[src/rtl/cla_pkg.sv]
// Shared types and carry-lookahead helper for the pipelined CLA adder.
package cla_pkg;

  localparam int CLA_GROUP = 4;

  typedef struct packed {
    logic p;
    logic g;
  } cla_pg_t;

  // Returns {c4, c3, c2, c1, c0}. Every carry is a sum of products of p/g/ci,
  // so none of them waits on a lower carry inside the group.
  function automatic logic [4:0] cla_group_carry(input logic [3:0] p4,
                                                 input logic [3:0] g4,
                                                 input logic       ci);
    logic [4:0] c;
    c[0] = ci;
    c[1] = g4[0] | (p4[0] & ci);
    c[2] = g4[1] | (p4[1] & g4[0]) | (p4[1] & p4[0] & ci);
    c[3] = g4[2] | (p4[2] & g4[1]) | (p4[2] & p4[1] & g4[0])
         | (p4[2] & p4[1] & p4[0] & ci);
    c[4] = g4[3] | (p4[3] & g4[2]) | (p4[3] & p4[2] & g4[1])
         | (p4[3] & p4[2] & p4[1] & g4[0])
         | (p4[3] & p4[2] & p4[1] & p4[0] & ci);
    return c;
  endfunction

endpackage

[src/rtl/cla_lookahead4.sv]
// Combinational 4-bit lookahead block: bit P/G and group carry-in in,
// internal carries c[4:1] and group propagate/generate out.
module cla_lookahead4
  import cla_pkg::*;
(
  input  logic [3:0] p,
  input  logic [3:0] g,
  input  logic       ci,
  output logic [4:1] c,
  output logic       gp,
  output logic       gg
);

  logic unused_c0;

  assign {c, unused_c0} = cla_group_carry(p, g, ci);

  assign gp = &p;
  assign gg = g[3] | (p[3] & g[2]) | (p[3] & p[2] & g[1]) | (p[3] & p[2] & p[1] & g[0]);

endmodule

[src/rtl/cla_adder_pipe.sv]
// Two-stage valid/ready carry-lookahead adder: stage 1 registers P/G, stage 2 the sum.
// Optional signed-overflow output enabled by defining CLA_OVF_FLAG_EN.
module cla_adder_pipe
  import cla_pkg::*;
#(
  parameter int WIDTH = 4
) (
  input  logic             clk,
  input  logic             reset,
  input  logic             in_valid,
  output logic             in_ready,
  input  logic [WIDTH-1:0] a,
  input  logic [WIDTH-1:0] b,
  input  logic             cin,
  output logic             out_valid,
  input  logic             out_ready,
  output logic [WIDTH-1:0] d3,
  output logic             d4
`ifdef CLA_OVF_FLAG_EN
  ,
  output logic             ovf
`endif
);

  localparam int NGRP = WIDTH / CLA_GROUP;

  cla_pg_t [WIDTH-1:0] s1_pg;
  logic                s1_cin;
  logic                s1_valid;
  logic                s1_adv;
  logic                s2_adv;
  logic                in_xfer;
  logic [WIDTH-1:0]    pv;
  logic [WIDTH-1:0]    gv;
  logic [WIDTH:0]      c;
  logic [NGRP-1:0]     grp_p;
  logic [NGRP-1:0]     grp_g;
  logic [NGRP-1:0]     grp_ci;
  logic                unused_grp;
`ifdef CLA_OVF_FLAG_EN
  logic                s1_smis;
`endif

  assign s2_adv   = !out_valid || out_ready;
  assign s1_adv   = !s1_valid || s2_adv;
  assign in_ready = s1_adv;
  assign in_xfer  = in_valid && s1_adv;

  // Data registers load only on a transfer so idle operands never propagate.
  always_ff @(posedge clk) begin
    if (reset) begin
      s1_valid <= 1'b0;
      s1_pg    <= '0;
      s1_cin   <= 1'b0;
`ifdef CLA_OVF_FLAG_EN
      s1_smis  <= 1'b0;
`endif
    end else begin
      if (s1_adv) s1_valid <= in_valid;
      if (in_xfer) begin
        for (int i = 0; i < WIDTH; i++) begin
          s1_pg[i] <= '{p: a[i] ^ b[i], g: a[i] & b[i]};
        end
        s1_cin <= cin;
`ifdef CLA_OVF_FLAG_EN
        s1_smis <= a[WIDTH-1] ^ b[WIDTH-1];
`endif
      end
    end
  end

  for (genvar i = 0; i < WIDTH; i++) begin : g_unpack
    assign pv[i] = s1_pg[i].p;
    assign gv[i] = s1_pg[i].g;
  end

  assign c[0]      = s1_cin;
  assign grp_ci[0] = s1_cin;

  for (genvar gi = 0; gi < NGRP; gi++) begin : g_grp
    cla_lookahead4 u_la (
      .p  (pv[CLA_GROUP*gi +: CLA_GROUP]),
      .g  (gv[CLA_GROUP*gi +: CLA_GROUP]),
      .ci (grp_ci[gi]),
      .c  (c[CLA_GROUP*gi+1 +: CLA_GROUP]),
      .gp (grp_p[gi]),
      .gg (grp_g[gi])
    );
    // Group-level P/G ripples the carry into the next group.
    if (gi < NGRP - 1) begin : g_ripple
      assign grp_ci[gi+1] = grp_g[gi] | (grp_p[gi] & grp_ci[gi]);
    end
  end

  // Top group's P/G would only feed a carry-in beyond the MSB; c[WIDTH] covers it.
  assign unused_grp = grp_p[NGRP-1] ^ grp_g[NGRP-1];

  always_ff @(posedge clk) begin
    if (reset) begin
      out_valid <= 1'b0;
      d3        <= '0;
      d4        <= 1'b0;
`ifdef CLA_OVF_FLAG_EN
      ovf       <= 1'b0;
`endif
    end else if (s2_adv) begin
      out_valid <= s1_valid;
      if (s1_valid) begin
        d3 <= pv ^ c[WIDTH-1:0];
        d4 <= c[WIDTH];
`ifdef CLA_OVF_FLAG_EN
        // Mismatched signs force c[WIDTH]==c[WIDTH-1]; the gate only makes that explicit.
        ovf <= !s1_smis && (c[WIDTH] ^ c[WIDTH-1]);
`endif
      end
    end
  end

endmodule

[config.mk]
export PLATFORM = sky130hd
export DESIGN_NAME = cla_adder_pipe
export DESIGN_NICKNAME = d
export VERILOG_FILES = /design/src/rtl/cla_pkg.sv /design/src/rtl/cla_lookahead4.sv /design/src/rtl/cla_adder_pipe.sv
export SDC_FILE = /design/constraint.sdc
export NUM_CORES = 1
export LEC_CHECK = 0
export CORE_UTILIZATION = 25
export CTS_CLUSTER_SIZE = 10
export DETAILED_ROUTE_END_ITERATION = 16
export SYNTH_ARGS = -nofsm -noshare
export SYNTH_HDL_FRONTEND = slang
export SYNTH_HIERARCHICAL = 1
export SYNTH_SLANG_ARGS = --single-unit
[constraint.sdc]
create_clock -name clk -period 2 [get_ports clk]
set_clock_uncertainty 0.1 [all_clocks]
set_input_delay 0.5 -clock clk [delete_from_list [all_inputs] [get_ports clk]]
set_output_delay 0.5 -clock clk [all_outputs]
set_load 0.005 [all_outputs]
==> reports/qor.yml <==
flow_run:
  drv_cap: 0
global_routing:
  grt_max_degree: 26
  grtUsageTotal_pct: 9.29
  grt_pass1_wl_um: 2380
  grtUsageMet2_pct: 14.9
  overflow: 0
  grt.met3_usage_pct: 1.98
  antenna_found_initial: 0
  grt_pass1_vias: 560
  busiest_layer: "met2"
  use_met1_pct: 11.6
clocking:
  cts-buffers-inserted: 3
  cts.reportedPaths.clkPinSlew_ns: 0.09
  clk_latency_ns: 0.27
  htree_levels: 1
  cts_tree: "yes"
  root_buffer: "clkbuf_4"
  clockBufferDepth: 2
  cts.sinks: 16
power_and_ir_drop:
  seqPwrFrac_pct: 54.6
  power.leakage_nw: 0.424
  sw_frac_of_total_pct: 24.5
  p_per_area_nw_per_um2: 594
  ir_drop_v: 0.000145
  p_sw_mw: 0.159
  internal-power_mw: 0.488
  combPwrFrac_pct: 19.7
  p_clk_share_pct: 25.6
setup_path:
  cp-start-kind: "input pin"
  crit_required_ns: 1.40
  worstPathCellList: "dlygate4sd2_1 > and2b_4 > nand2_1 > dlygate4sd2_1"
  end_kind: "primary output"
  reg2reg_slack_ns: 0.50
  critPathTopFamily: "buffers and inverters"
  cp_common_cell: "dlygate4sd2_1"
  cp-startpoint: "out_ready"
  crit_arrival_ns: 1.27
  rr_startpoint: "pv[0]"
  crit_path_top_delay_cell: "dlygate4sd2_1"
  critical_path_buf_inv_count: 2
  worstSetupPathType: "in -> out"
  path_max_fanout: 2
  slowest_delay_ns: 0.25
yosys:
  synth_fp_nets: 99
  synth_area_um2: 797
  synthCells: 82
  yosys_warnings: 6
  syn_area_per_cell_um2: 9.72
place:
  place_congestion: 0.690
  place_hpwl_um: 1100
  io_buffers: 19
cells_and_area:
  syn_to_final_growth_pct: 36.6
  regArea_um2: 320
  antenna_cells: 0
  fin_util_pct: 36.0
  drive_above_1_share_pct: 10.7
  multiInputGateArea_um2: 440
  layout.nets: 122
  fillers: 316
sta:
  final_hold_viol_count: 0
  slew_headroom_pct: 75.3
  setup_violations: 0
  slew_violations: 0
  tightest_slew_ns: 0.370
  rsz0062_at_grt: "false"
  fmax_mhz: 534
  fin_crit_sh_pct: 93.6
  period_needed_ns: 1.87
  fin_tns_setup_ns: 0
route:
  dr.pass1.iters: 3
  drtIter0Drc: 13
  ant_nets: 0
  wl_um: 1490
  vias: 618
  wl_per_cell_um: 10.2
  vias_per_cell: 4.20
  drc: 0
worst_hold_path:
  min_from: "gv[3]"
  hold_path_class: "reg -> reg"
floorplanning:
  initial_core_util_pct: 26.3
  placeableCoreArea_um2: 3030
  ios: 20
  die_area_um2: 3420
  die_h_um: 58.5
  die_w_um: 58.5
  row_count: 20
run_status:
  status: "complete, no violations"
[layer usage]
layer / vias to the layer above / wire [µm] / share of wire, %
li1: 325 / - / -
met1: 278 / 714 / 48
met2: 13 / 715 / 48
met3: 2 / 54 / 3.6
met4: 0 / 10 / 0.67
met5: - / 0 / 0
[layout by cell type (no fill, tap or decap)]
| cell type | instances |
|---|---|
| a21boi_2 | 1 |
| a21o_1 | 2 |
| a21oi_1 | 8 |
| a21oi_2 | 1 |
| a311oi_1 | 4 |
| and2b_4 | 1 |
| buf_12 | 2 |
| buf_4 | 2 |
| clkbuf_4 | 3 |
| clkdlybuf4s50_1 | 17 |
| dfxtp_1 | 16 |
| dlygate4sd2_1 | 2 |
| ha_1 | 4 |
| inv_1 | 1 |
| inv_2 | 1 |
| mux2i_1 | 9 |
| nand2_1 | 2 |
| nand2b_1 | 19 |
| nand3_1 | 1 |
| nor2_1 | 1 |
| o21ai_0 | 1 |
| o21ai_1 | 1 |
| xnor2_1 | 4 |
[area by class of cell]
cell class,count,area share (%)
multi-input combinational,59,40.5
sequential,16,29.4
timing repair buffer,23,22.3
tap,44,5.06
clock buffer,3,2.07
inverter,2,0.690
[what timing repair did]
action                                  in CTS  in global routing
resized for setup                            2                  0
hold buffers                                 0                  0
endpoints found under the setup margin       1                  0
endpoints found under the hold margin        0                  0
buffers inserted                             0                  0
[path summary, 6_finish.rpt]
path / to / cells after the start
worst max-delay path: in_ready / 4
worst min-delay path: gv[3] / 2
worst max register to register: d3[3] / 6
worst min register to register: gv[3] / 2
[power by group through the flow]
stage / clock network (mW) / registers, mW / logic (mW)
2_1_floorplan: 0 / 0.359 / 0.0690
5_1_grt: 0.185 / 0.357 / 0.141
3_3_place_gp: 0 / 0.360 / 0.126
4_1_cts: 0.174 / 0.354 / 0.130
3_5_place_dp: 0 / 0.361 / 0.130
6_report: 0.166 / 0.354 / 0.128
[worst reg2reg max path, delay by kind of cell (launching register included)]
| kind | cells | cell delay [ns] |
|---|---|---|
| buffers and inverters | 1 | 0.06 |
| XOR/XNOR | 1 | 0.12 |
| flip-flops | 1 | 0.34 |
| AO/OA/AOI/OAI | 4 | 0.80 |
[sequential cells by signal, summed over array words and instances, names as in the netlist]
name and cells:
out_valid 1, d3 4, gv 4, s1_valid 1, d4 1, pv 4
grp_ci 1
[metrics by stage]
step | setup WS (ns) | total power, mW | instance area, µm² | hold slack, ns | cells
6_report | 0.127 | 0.647 | 1090 | 0.378 | 147
5_1_grt | 0.0879 | 0.683 | 1090 | 0.418 | 147
4_1_cts | 0.118 | 0.657 | 1090 | 0.382 | 147
3_5_place_dp | -0.300 | 0.491 | 1070 | 0.365 | 144
3_3_place_gp | -0.280 | 0.487 | 1070 | 0.363 | 144
2_1_floorplan | 0.575 | 0.429 | 797 | 0.348 | 82
Power figures use the tool's default switching activity.
